==> config.mk <==
export PLATFORM = sky130hd
export DESIGN_NAME = imem_loader_flat
export DESIGN_NICKNAME = d
export VERILOG_FILES = /design/src/rtl/imem_loader_if.sv /design/src/rtl/imem_loader.sv /design/src/flat_wrapper.sv
export SDC_FILE = /design/constraint.sdc
export NUM_CORES = 1
export LEC_CHECK = 0
export ABC_CLOCK_PERIOD_IN_PS = 7200
export CAP_MARGIN = 15
export CORE_ASPECT_RATIO = 1.75
export CORE_MARGIN = 2
export CORE_UTILIZATION = 45
export DETAILED_ROUTE_END_ITERATION = 10
export GPL_ROUTABILITY_DRIVEN = 0
export GPL_TIMING_DRIVEN = 0
export PLACE_DENSITY = 0.68
export SYNTH_ARGS = -nofsm -noshare
export SYNTH_HDL_FRONTEND = slang
export SYNTH_SLANG_ARGS = --single-unit
==> constraint.sdc <==
create_clock -name clk -period 7.2 [get_ports clk]
set_input_delay 1.44 -clock clk [delete_from_list [all_inputs] [get_ports clk]]
set_output_delay 1.44 -clock clk [all_outputs]
set_load 0.01 [all_outputs]
==> src/rtl/imem_loader_if.sv <==
`default_nettype none
// ============================================================================
//  Module      : imem_loader_if
//  Description : Byte-stream input (valid/ready) and instruction-memory write
//                port bundle for the program loader.
//                master = stream source / memory side, slave = loader.
//  Revision    : 1.0  initial release
// ============================================================================
interface imem_loader_if;
    logic [7:0]  in_data;
    logic        in_valid;
    logic        in_ready;
    logic        wr_en;
    logic [31:0] wr_addr;
    logic [31:0] wr_data;

    modport master (
        output in_data,
        output in_valid,
        input  in_ready,
        input  wr_en,
        input  wr_addr,
        input  wr_data
    );

    modport slave (
        input  in_data,
        input  in_valid,
        output in_ready,
        output wr_en,
        output wr_addr,
        output wr_data
    );
endinterface
`default_nettype wire

==> src/rtl/imem_loader.sv <==
`default_nettype none
// ============================================================================
//  Module      : imem_loader
//  Description : Serial program loader. Parses a framed byte stream
//                (count, big-endian words, XOR checksum), writes each word
//                to instruction memory at consecutive word addresses and
//                holds the CPU while the frame is in progress.
//  Revision    : 1.0  initial release
// ============================================================================
module imem_loader #(
    parameter int          MAX_WORDS = 1024,
    parameter logic [31:0] BASE_ADDR = 32'h0
) (
    input  wire logic     clk,
    input  wire logic     rst,
    input  wire logic     start,
    imem_loader_if.slave  bus,
    output logic          cpu_hold,
    output logic          busy,
    output logic          done,
    output logic          err
);

    typedef enum logic [2:0] {
        S_IDLE   = 3'd0,
        S_HDR_HI = 3'd1,
        S_HDR_LO = 3'd2,
        S_DATA   = 3'd3,
        S_CHK    = 3'd4,
        S_DONE   = 3'd5,
        S_ERR    = 3'd6
    } state_t;

    localparam logic [16:0] c_max_words = 17'(MAX_WORDS);

    state_t      r_state;
    logic        r_in_ready;
    logic        r_busy;
    logic        r_done;
    logic        r_err;
    logic        r_wr_en;
    logic [31:0] r_wr_addr;
    logic [31:0] r_wr_data;
    logic [15:0] r_count;
    logic [15:0] r_word_idx;
    logic [1:0]  r_byte_cnt;
    logic [7:0]  r_xor;
    logic [23:0] r_asm;

    logic        w_xfer;
    logic [15:0] w_count;
    logic        w_too_big;
    logic [31:0] w_word;
    logic [31:0] w_addr;
    logic        w_last_word;

    // A byte moves only when the loader is ready; ready is purely registered
    assign w_xfer      = bus.in_valid && r_in_ready;
    assign w_count     = {r_count[15:8], bus.in_data};
    assign w_too_big   = {1'b0, w_count} > c_max_words;
    assign w_word      = {r_asm, bus.in_data};
    // Address wraps naturally in 32 bits
    assign w_addr      = BASE_ADDR + {14'd0, r_word_idx, 2'b00};
    assign w_last_word = ({1'b0, r_word_idx} + 17'd1) == {1'b0, r_count};

    // Frame parser, word assembler and registered outputs
    always_ff @(posedge clk or posedge rst) begin
        if (rst) begin
            r_state    <= S_IDLE;
            r_in_ready <= 1'b0;
            r_busy     <= 1'b0;
            r_done     <= 1'b0;
            r_err      <= 1'b0;
            r_wr_en    <= 1'b0;
            r_wr_addr  <= 32'd0;
            r_wr_data  <= 32'd0;
            r_count    <= 16'd0;
            r_word_idx <= 16'd0;
            r_byte_cnt <= 2'd0;
            r_xor      <= 8'd0;
            r_asm      <= 24'd0;
        end else begin
            r_wr_en <= 1'b0;
            case (r_state)
                S_IDLE, S_DONE, S_ERR: begin
                    if (start) begin
                        r_state    <= S_HDR_HI;
                        r_in_ready <= 1'b1;
                        r_busy     <= 1'b1;
                        r_done     <= 1'b0;
                        r_err      <= 1'b0;
                        r_word_idx <= 16'd0;
                        r_byte_cnt <= 2'd0;
                        r_xor      <= 8'd0;
                    end
                end
                S_HDR_HI: begin
                    if (w_xfer) begin
                        r_count[15:8] <= bus.in_data;
                        r_state       <= S_HDR_LO;
                    end
                end
                S_HDR_LO: begin
                    if (w_xfer) begin
                        r_count[7:0] <= bus.in_data;
                        if (w_too_big) begin
                            r_state    <= S_ERR;
                            r_in_ready <= 1'b0;
                            r_busy     <= 1'b0;
                            r_err      <= 1'b1;
                        end else if (w_count == 16'd0) begin
                            r_state <= S_CHK;
                        end else begin
                            r_state <= S_DATA;
                        end
                    end
                end
                S_DATA: begin
                    if (w_xfer) begin
                        r_asm      <= w_word[23:0];
                        r_xor      <= r_xor ^ bus.in_data;
                        r_byte_cnt <= r_byte_cnt + 2'd1;
                        if (r_byte_cnt == 2'd3) begin
                            r_wr_en    <= 1'b1;
                            r_wr_addr  <= w_addr;
                            r_wr_data  <= w_word;
                            r_word_idx <= r_word_idx + 16'd1;
                            if (w_last_word) begin
                                r_state <= S_CHK;
                            end
                        end
                    end
                end
                S_CHK: begin
                    if (w_xfer) begin
                        r_in_ready <= 1'b0;
                        r_busy     <= 1'b0;
                        if (bus.in_data == r_xor) begin
                            r_state <= S_DONE;
                            r_done  <= 1'b1;
                        end else begin
                            r_state <= S_ERR;
                            r_err   <= 1'b1;
                        end
                    end
                end
                default: begin
                    r_state    <= S_IDLE;
                    r_in_ready <= 1'b0;
                    r_busy     <= 1'b0;
                end
            endcase
        end
    end

    assign bus.in_ready = r_in_ready;
    assign bus.wr_en    = r_wr_en;
    assign bus.wr_addr  = r_wr_addr;
    assign bus.wr_data  = r_wr_data;
    assign busy         = r_busy;
    assign cpu_hold     = r_busy;
    assign done         = r_done;
    assign err          = r_err;

endmodule
`default_nettype wire

==> src/flat_wrapper.sv <==
// flat-port wrapper written by rule: the top's interface ports become plain ports
module imem_loader_flat 
#(
    parameter int          MAX_WORDS = 1024,
    parameter logic [31:0] BASE_ADDR = 32'h0
)
  (clk, rst, start, cpu_hold, busy, done, err, bus_in_data, bus_in_valid, bus_in_ready, bus_wr_en, bus_wr_addr, bus_wr_data);
  imem_loader_if bus_i ();
  input  wire logic clk;
  input  wire logic rst;
  input  wire logic start;
  output logic cpu_hold;
  output logic busy;
  output logic done;
  output logic err;
  input wire logic [$bits(bus_i.in_data)-1:0] bus_in_data;
  input wire logic [$bits(bus_i.in_valid)-1:0] bus_in_valid;
  output wire logic [$bits(bus_i.in_ready)-1:0] bus_in_ready;
  output wire logic [$bits(bus_i.wr_en)-1:0] bus_wr_en;
  output wire logic [$bits(bus_i.wr_addr)-1:0] bus_wr_addr;
  output wire logic [$bits(bus_i.wr_data)-1:0] bus_wr_data;
  assign bus_i.in_data = bus_in_data;
  assign bus_i.in_valid = bus_in_valid;
  assign bus_in_ready = bus_i.in_ready;
  assign bus_wr_en = bus_i.wr_en;
  assign bus_wr_addr = bus_i.wr_addr;
  assign bus_wr_data = bus_i.wr_data;
  imem_loader #(.MAX_WORDS(MAX_WORDS), .BASE_ADDR(BASE_ADDR)) u_core (.clk(clk), .rst(rst), .start(start), .bus(bus_i), .cpu_hold(cpu_hold), .busy(busy), .done(done), .err(err));
endmodule
==> impl_metrics.toml, run 1 <==
[die]
placementRows = 55
core_area_sq_mm = 0.01287
initial_core_util = 0.4603
die-width_um = 90.73
pin_count = 82
die_h_um = 155.8
dieArea_sq_mm = 0.01413

[grt]
antenna_found_initial = 0
overflow = 0
first_global_vias = 5119
grt_pass1_wl_um = 25170
grtUsageTotal = 0.2247
grt_max_degree = 104

[finish]
fin_area_sq_mm = 0.007445
drive_gt1_frac = 0.1336
fillers = 1144
area_delta_synth_final_pct = 25.69
n_antenna_cell = 0
final_nets = 772

[sta]
fin_crit_sh = 0.5191
rsz0062_at_grt = "no"
tightest_slew_ns = 0.9568
fmax_ghz = 0.2675
setup_viol = 0
hold_violations = 0
slew_viol_final = 0
tns_ns = 0
slew_headroom = 0.3568
final.setup.worst_slack_ns = 3.462
period_needed_ns = 3.738
skew_ns = 0.007591

[pwr]
seq_power_share = 0.375
share_comb_of_total_power = 0.339
intPower_mw = 1.891
max-vdd-ir-drop_v = 0.0002464
switchingPower_mw = 1.043
power_mw = 2.934
power_density_mw_per_mm2 = 394.1
leakage_nw = 3.567
p_clk_frac = 0.285
switching_share = 0.3555

[cts]
cts_tree = "yes"
ctsHoldBuffers = 0
post_cts_buffers = 0
cts_max_path_buffers = 2
clk_pin_slew_ns = 0.06
cts_resized = 0
htree_num_levels = 4
clockRootBuffer = "clkbuf_16"
numCtsBuffers = 17
insertion_delay_ns = 0.42
cts_sinks = 121

[worst_setup_path]
cp-end-kind = "flip-flop"
cp.arrival_ns = 4.03
r2r_slack_ns = 4.36
reg2regPathDepth = 7
required_ns = 7.49
crit_path_start_kind = "input pin"
critPathMaxFanout = 7
worstSetupPathType = "in2reg"
timing.rr.end = "u_core.r_state[1]$_DFFE_PP0P_"
r2r_start = "u_core.r_word_idx[1]$_DFFE_PP0P_"

[yosys]
async_reset_ff_frac = 1.000
syn_area_sq_mm = 0.005923
synth_ff_type = "dfrtp_1"
synth_area_leader_cell = "dfrtp_1"
yosysSeqAreaShare = 0.5112
synth_cell_type_count = 64
synth_top_area_share = 0.5112
ys_top_cells_by_count = "nand2_1 (241), dfrtp_1 (121), o21ai_0 (36)"
synth-edff-count = 0
synth_cells = 660
avgSynthCellArea_sq_um = 8.975
ys_warn_count = 0
ys_seq_elements = 121
yosysMostFrequentCell = "nand2_1"
synthTopCellsByArea = "dfrtp_1 (51%), nand2_1 (15%), mux2_2 (3.2%)"

[drt]
wire_per_inst_um = 15.92
dr.pass1.iters = 6
routed_via_density = 5.296
drc = 0
dr.first_iter.drc_count = 317
vias = 4989
antenna_left = 0
routed_wirelength_um = 15000

[flow_run]
drv_cap = 0

[status]
status = "finished clean"

[hold_path]
hold_end = "u_core.bus.wr_addr[7]$_DFFE_PP0P_"
hp-start = "u_core.bus.wr_addr[7]$_DFFE_PP0P_"
holdCritPathClass = "reg2reg"
hold_depth = 2

[placed_design]
port_buffers = 63
hpwl_um = 10730
pre_cts_ws_ns = 3.266
placed_area_sq_mm = 0.006857
[cells in the final DEF (no fill, tap or decap), types with 4 or more instances in the layout]
master           instances
and3_1                   4
nand2b_1                 5
clkinv_4                 4
a31oi_1                  6
conb_1                  16
o21ai_1                  6
nand3_1                 10
o21ai_0                 36
buf_4                   20
nor2_1                  24
clkbuf_16               17
dfrtp_1                121
o31ai_1                  6
nor4_1                   6
xnor2_1                 14
mux2_2                  17
clkdlybuf4s50_1         63
xor2_1                  12
a21oi_1                 14
clkinvlp_4               4
nor3_1                  10
inv_1                    4
clkbuf_1                15
buf_2                   20
nand2_1                241
[layer usage]
metal | up-vias | wire [um] | GRT usage
met4 | 0 | 574 | 0.1311
met3 | 47 | 592 | 0.03865
li1 | 2378 | - | -
met2 | 166 | 8204 | 0.4158
met5 | - | 0 | 0
met1 | 2398 | 5628 | 0.2365
[worst max-delay path: stages]
cell and delay [ns]:
clkdlybuf4s50_1 0.60, nor4_1 0.69, a31oi_1 0.21, o311ai_0 0.65
nor3_1 0.14, a211oi_1 0.21, o21ai_1 0.09
[how the worst max path moves through the flow]
stage | end | from | slack (ns)
floorplan | u_core.bus.in_ready$_DFFE_PP0P_ | rst | 2.55
global placement | u_core.bus.in_ready$_DFFE_PP0P_ | rst | 0.95
detailed placement | u_core.bus.wr_data[28]$_DFFE_PP0P_ | bus_in_valid | 3.27
CTS | u_core.r_state[2]$_DFFE_PP0P_ | bus_in_data[0] | 3.57
global route | u_core.r_state[2]$_DFFE_PP0P_ | bus_in_data[0] | 3.43
finish | u_core.r_state[2]$_DFFE_PP0P_ | bus_in_data[0] | 3.46
[cell families (layout without fill, tap and decap cells)]
| family | Yosys count | count (layout) | share of synthesized area |
|---|---|---|---|
| AO/OA/AOI/OAI | 98 | 98 | 0.1058 |
| other | 1 | 16 | 0.0006331 |
| AND/OR/NAND/NOR | 327 | 327 | 0.2417 |
| flip-flops | 121 | 121 | 0.5112 |
| XOR/XNOR | 26 | 26 | 0.03845 |
| multiplexers | 21 | 21 | 0.03929 |
| adder cells (fa/ha/maj) | 2 | 2 | 0.004224 |
| buffers and inverters | 64 | 160 | 0.05872 |
[final cells by class]
type	instances	area (sq um)	share of cell area
Buffer	57	321.6	0.04319
Multi-Input combinational cell	490	2604	0.3497
Clock buffer	18	439.2	0.05899
Inverter	7	31.28	0.004202
Clock inverter	14	148.9	0.02000
Sequential cell	121	3028	0.4067
Timing Repair Buffer	64	658.1	0.08840
Tap cell	171	214.0	0.02874
[per-stage QoR]
stage               instances  utilization  hold WS (ns)
global route              942       0.5785        0.4986
global placement          909       0.5303        0.4566
CTS                       942       0.5785        0.4760
detailed placement        910       0.5328        0.4612
finish                    942       0.5785        0.4696
floorplan                 675            -        0.4386
[power by group through the flow]
| stage | registers [mW] | clock network [mW] | logic [mW] |
|---|---|---|---|
| after detailed placement | 1.11 | 0 | 0.992 |
| final | 1.10 | 0.838 | 0.995 |
| after CTS | 1.10 | 0.851 | 1.00 |
| after floorplan | 1.11 | 0 | 0.577 |
| after global placement | 1.10 | 0 | 0.964 |
| after global routing | 1.13 | 0.876 | 1.10 |
[flip-flops by register name (all words and copies together), names as in the netlist]
| signal | count |
|---|---|
| u_core.bus.wr_data | 32 |
| u_core.r_asm | 24 |
| u_core.bus.wr_addr | 16 |
| u_core.r_count | 16 |
| u_core.r_word_idx | 16 |
| u_core.r_xor | 8 |
| u_core.r_state | 3 |
| u_core.r_byte_cnt | 2 |
| u_core.bus.in_ready | 1 |
| u_core.bus.wr_en | 1 |
| u_core.done | 1 |
| u_core.err | 1 |
Power figures use the tool's default switching activity.
==> run 2, diff against run 1 <==
--- a/config.mk
+++ b/config.mk
@@ -5,7 +5,7 @@
 export SDC_FILE = /design/constraint.sdc
 export NUM_CORES = 1
 export LEC_CHECK = 0
-export ABC_CLOCK_PERIOD_IN_PS = 7200
+export ABC_CLOCK_PERIOD_IN_PS = 3500
 export CAP_MARGIN = 15
 export CORE_ASPECT_RATIO = 1.75
 export CORE_MARGIN = 2
==> constraint.sdc (replaced) <==
create_clock -name clk -period 3.5 [get_ports clk]
set_input_delay 0.7 -clock clk [delete_from_list [all_inputs] [get_ports clk]]
set_output_delay 0.7 -clock clk [all_outputs]
set_load 0.01 [all_outputs]
==> run 2 against run 1 <==
Effect of this change: critical path depth unchanged; final area increased by 0.67%; die area unchanged; critical endpoint is now u_core.r_state[1]$_DFFE_PP0P_; largest power group unchanged.
==> impl_metrics.toml, run 2 (synthesis gave the netlist of run 1 again) <==
[die]
initial_core_util = 0.4603
die-width_um = 90.73
core_area_sq_mm = 0.01287
placementRows = 55
pin_count = 82
dieArea_sq_mm = 0.01413
die_h_um = 155.8

[sta]
skew_ns = 0.008961
hold_slack_ns = 0.4680
rsz0062_at_grt = "no"
tns_ns = 0
setup_viol = 0
slew_headroom = 0.3423
tightest_slew_ns = 0.9784
fmax_ghz = 0.3511
slew_viol_final = 0
hold_violations = 0
fin_crit_sh = 0.8138
period_needed_ns = 2.848

[cts]
numCtsBuffers = 17
post_cts_buffers = 0
cts_tree = "yes"
cts_sinks = 121
htree_num_levels = 4
cts_max_path_buffers = 2
insertion_delay_ns = 0.42
clockRootBuffer = "clkbuf_16"
cts_resized = 0
ctsHoldBuffers = 0
clk_pin_slew_ns = 0.06

[drt]
wire_per_inst_um = 15.98
drc = 0
vias = 5021
dr.pass1.iters = 5
dr.first_iter.drc_count = 325
routed_via_density = 5.324
routed_wirelength_um = 15070
antenna_left = 0

[worst_setup_path]
worstSetupPathType = "reg2reg"
critPathMaxFanout = 10
cp.arrival_ns = 3.15
cpMaxStageDelayCell = "a2111oi_0"
cp-end-kind = "flip-flop"
required_ns = 3.80
path_cells = "ha_1, nand3_2, o21ai_0, a21oi_1, a2111oi_0, nand4_2, o31a_1"
crit_path_start_kind = "flip-flop"
critPathMaxStageDelay_ns = 0.78
path_delay_family = "compound AO/OA/AOI/OAI gates"
cp.buffers_inverters = 0

[placed_design]
placed_area_sq_mm = 0.006868
port_buffers = 63
hpwl_um = 10910

[hold_path]
holdCritPathClass = "reg2reg"

[flow_run]
drv_cap = 0

[grt]
grt_max_degree = 44
antenna_found_initial = 0
first_global_vias = 5114
overflow = 0
grt_pass1_wl_um = 24820
grtUsageTotal = 0.2217

[pwr]
p_clk_frac = 0.301
max-vdd-ir-drop_v = 0.0003980
share_comb_of_total_power = 0.332
switching_share = 0.3484
seq_power_share = 0.367
leakage_nw = 3.581
power_mw = 6.174
power_density_mw_per_mm2 = 823.8
switchingPower_mw = 2.151
intPower_mw = 4.023

[status]
status = "finished clean"

[finish]
n_antenna_cell = 0
final_common_cell = "nand2_1"
fin_area_sq_mm = 0.007495
largest_register_ffs = 32
final_cell_mix = "nand2_1 (241), dfrtp_1 (121), clkdlybuf4s50_1 (63), o21ai_0 (36), nor2_1 (24)"
final_nets = 773
post-route-util = 0.5824
area_delta_synth_final_pct = 26.53
drive_gt1_frac = 0.1321
==> run 2: changes by cell type in the layout (fill, tap and decap cells not counted) <==
cell and delta:
buf_12 +2, clkbuf_1 +2, clkbuf_8 -1, clkinv_2 -3
clkinv_4 -1, bufinv_16 +2, buf_16 -1, clkinvlp_4 +1
==> run 2: power by group through the flow <==
stage / clock network, mW / logic [mW] / registers [mW]
floorplan: 0 / 1.19 / 2.27
global placement: 0 / 1.98 / 2.26
detailed placement: 0 / 2.04 / 2.28
CTS: 1.88 / 2.06 / 2.26
global route: 1.94 / 2.27 / 2.32
finish: 1.86 / 2.05 / 2.27
==> run 2: worst min-delay path: cells and delay by family (launching register included) <==
kind	cells	cell delay (ns)
and+or+nand+nor	2	0.10
DFF	1	0.34
==> run 2: final cells by class <==
cell class                 instances  area, sq um
buffer                            57        321.6
multi-input combinational        490         2604
tap                              171        214.0
clock inverter                    13        193.9
inverter                           7        30.03
fill                            1134         5374
clock buffer                      19        432.9
timing repair buffer              65        670.6
sequential                       121         3028
==> run 2: worst paths after layout <==
| kind | slack (ns) | cells after the start | end | startpoint |
|---|---|---|---|---|
| min in group asynchronous | 0.80 | 2 | u_core.bus.wr_data[2]$_DFFE_PP0P_ | rst |
| worst min register to register | 0.47 | 2 | u_core.bus.wr_addr[9]$_DFFE_PP0P_ | u_core.bus.wr_addr[9]$_DFFE_PP0P_ |
| worst min-delay path | 0.47 | 2 | u_core.bus.wr_addr[9]$_DFFE_PP0P_ | u_core.bus.wr_addr[9]$_DFFE_PP0P_ |
| max in group asynchronous | 1.74 | 4 | u_core.bus.wr_data[29]$_DFFE_PP0P_ | rst |
| worst max register to register | 0.65 | 7 | u_core.r_state[1]$_DFFE_PP0P_ | u_core.r_word_idx[1]$_DFFE_PP0P_ |
| worst max-delay path | 0.65 | 7 | u_core.r_state[1]$_DFFE_PP0P_ | u_core.r_word_idx[1]$_DFFE_PP0P_ |
==> run 2: routing by layer <==
metal  part of all wire  global-route usage
met1               0.37              0.2281
met2               0.55              0.4101
met3              0.038             0.04589
met4              0.044              0.1304
met5                  0                   0
==> run 2: metrics by stage <==
step	worst slack, ns	cells
2_1_floorplan	1.232	675
3_3_place_gp	0.2377	909
3_5_place_dp	0.3771	911
4_1_cts	0.6794	943
5_1_grt	0.5364	943
6_report	0.6516	943
==> run 3, diff against run 2 <==
--- a/config.mk
+++ b/config.mk
@@ -5,7 +5,7 @@
 export SDC_FILE = /design/constraint.sdc
 export NUM_CORES = 1
 export LEC_CHECK = 0
-export ABC_CLOCK_PERIOD_IN_PS = 3500
+export ABC_CLOCK_PERIOD_IN_PS = 2300
 export CAP_MARGIN = 15
 export CORE_ASPECT_RATIO = 1.75
 export CORE_MARGIN = 2
@@ -13,7 +13,7 @@
 export DETAILED_ROUTE_END_ITERATION = 10
 export GPL_ROUTABILITY_DRIVEN = 0
 export GPL_TIMING_DRIVEN = 0
-export PLACE_DENSITY = 0.68
+export PLACE_DENSITY = 0.7
 export SYNTH_ARGS = -nofsm -noshare
 export SYNTH_HDL_FRONTEND = slang
 export SYNTH_SLANG_ARGS = --single-unit
==> constraint.sdc (replaced) <==
create_clock -name clk -period 2.3 [get_ports clk]
set_input_delay 0.46 -clock clk [delete_from_list [all_inputs] [get_ports clk]]
set_output_delay 0.46 -clock clk [all_outputs]
set_load 0.01 [all_outputs]
==> run 3 against run 2 <==
Effect of this change: worst setup slack lost 0.61 ns; critical endpoint unchanged; sequential share of layout area shrank 2.0 points; non-clock buffer count grew 16; via count grew 2.3%.
==> impl_metrics.toml, run 3 (synthesis gave the netlist of run 1 again) <==
[status]
status = "finished clean"

[pwr]
leakage_nw = 3.750
max-vdd-ir-drop_v = 0.0008129
seq_power_share = 0.346
intPower_mw = 6.545
power_density_mw_per_mm2 = 1266
switching_share = 0.3447
p_clk_frac = 0.309
share_comb_of_total_power = 0.345
switchingPower_mw = 3.442

[sta]
skew_ns = 0.007205
rsz0062_at_grt = "yes"
slew_headroom = 0.3738
setup_viol = 0
period_needed_ns = 2.263
fmax_ghz = 0.4418
tns_ns = 0
hold_violations = 0
slew_viol_final = 0
tightest_slew_ns = 0.9315
final.setup.worst_slack_ns = 0.03668
fin_crit_sh = 0.9841

[hold_path]
hold_depth = 2
holdCritPathClass = "in2reg"
hp-start = "start"
hold_end = "u_core.err$_DFFE_PP0P_"

[worst_setup_path]
cp.buffers_inverters = 0
path_delay_family = "compound AO/OA/AOI/OAI gates"
path_cells = "ha_4, nand3_4, or2_4, a311o_1, a2111oi_4, nand4_2, o31a_1"
r2r_start = "u_core.r_word_idx[1]$_DFFE_PP0P_"
crit_path_start_kind = "flip-flop"
timing.rr.end = "u_core.r_state[1]$_DFFE_PP0P_"
worstSetupPathType = "reg2reg"
r2r_slack_ns = 0.04
required_ns = 2.60
cp.arrival_ns = 2.57
cp-end-kind = "flip-flop"
critPathMaxFanout = 6
critPathMaxStageDelay_ns = 0.44
cpMaxStageDelayCell = "dfrtp_2"
reg2regPathDepth = 7

[grt]
grt_max_degree = 45
overflow = 0
antenna_found_initial = 0
grt_pass1_wl_um = 25570
first_global_vias = 5110
grtUsageTotal = 0.2304

[finish]
area_delta_synth_final_pct = 33.23
drive_gt1_frac = 0.1865
fillers = 1091
instances_no_fill = 959
largest_register_ffs = 32
final_cell_mix = "nand2_1 (241), dfrtp_1 (119), clkdlybuf4s50_1 (63), buf_4 (42), o21ai_0 (35)"
final_nets = 789
n_antenna_cell = 0
final_common_cell = "nand2_1"

[drt]
wl_met2_um = 8440
routed_via_density = 5.358
wire_per_inst_um = 16.49
highest_layer = "met4"
vias = 5138
antenna_left = 0
dr.pass1.iters = 7
wl_met1_um = 5716
drc = 0
routed_wirelength_um = 15820
met3_length_um = 725
dr.first_iter.drc_count = 438

[flow_run]
drv_cap = 0

[die]
die-width_um = 90.73
core_area_sq_mm = 0.01287
pin_count = 82
dieArea_sq_mm = 0.01413
initial_core_util = 0.4603
placementRows = 55
die_h_um = 155.8

[cts]
cts_sinks = 121
numCtsBuffers = 17
ctsHoldBuffers = 0
htree_num_levels = 4
cts_max_path_buffers = 2
clockRootBuffer = "clkbuf_16"
insertion_delay_ns = 0.42
clk_pin_slew_ns = 0.06
cts_tree = "yes"

[placed_design]
hpwl_um = 10830
port_buffers = 63
pre_cts_ws_ns = -0.6278
dp_cells = 911
==> run 3: how the worst max path moves through the flow <==
| stage | startpoint | end | cells after the start |
|---|---|---|---|
| final | u_core.r_word_idx[1]$_DFFE_PP0P_ | u_core.r_state[1]$_DFFE_PP0P_ | 7 |
| after detailed placement | bus_in_valid | u_core.bus.wr_data[28]$_DFFE_PP0P_ | 9 |
| after global placement | rst | u_core.done$_DFFE_PP0P_ | 2 |
| after global routing | u_core.r_state[1]$_DFFE_PP0P_ | u_core.r_word_idx[10]$_DFFE_PP0P_ | 8 |
| after CTS | u_core.r_word_idx[1]$_DFFE_PP0P_ | u_core.r_state[1]$_DFFE_PP0P_ | 7 |
| after floorplan | u_core.r_word_idx[1]$_DFFE_PP0P_ | u_core.r_state[1]$_DFFE_PP0P_ | 7 |
==> run 3: cell type report <==
cell class / count / area, sq um / area share
Inverter: 7 / 35.03 / 0.004440
Buffer: 55 / 347.8 / 0.04408
Multi-Input combinational cell: 490 / 2775 / 0.3517
Timing Repair Buffer: 83 / 805.8 / 0.1021
Clock buffer: 18 / 439.2 / 0.05565
Sequential cell: 121 / 3030 / 0.3840
Tap cell: 171 / 214.0 / 0.02711
Clock inverter: 14 / 244.0 / 0.03092
==> run 3: power by group through the flow <==
stage	Sequential, mW	Combinational (mW)	Clock (mW)
floorplan	3.46	1.81	0
global placement	3.43	3.01	0
detailed placement	3.46	3.12	0
CTS	3.45	3.27	3.11
global route	3.55	3.79	3.22
finish	3.46	3.45	3.08
==> run 3: through the flow <==
stage          power [mW]  instance area, sq um  hold WS (ns)  utilization
3_3_place_gp        6.442                  6828        0.4574       0.5306
2_1_floorplan       5.265                  5983        0.4386            -
5_1_grt             10.56                  7891        0.4173       0.6132
3_5_place_dp        6.581                  6868        0.4614       0.5337
6_report            9.987                  7891        0.4182       0.6132
4_1_cts             9.824                  7672        0.4017       0.5962
==> run 3: routing by layer <==
metal / vias to the layer above / track usage
met5: - / 0
met4: 0 / 0.1443
met3: 76 / 0.04058
met2: 221 / 0.4161
met1: 2427 / 0.2469
li1: 2414 / -
==> run 3: what timing repair did <==
action,in CTS,in global routing
gates resized for setup,23,33
endpoints found under the hold margin,0,0
pin swaps,2,10
cloned,0,0
setup buffers,2,16
endpoints found under the setup margin,72,71
==> run 3: worst register-to-register path, delay by kind of cell (launching register included) <==
family	cells	cell delay, ns
AO/OA/AOI/OAI	3	0.93
AND/OR/NAND/NOR	3	0.59
flip-flops	1	0.44
adder cells (fa/ha/maj)	1	0.19
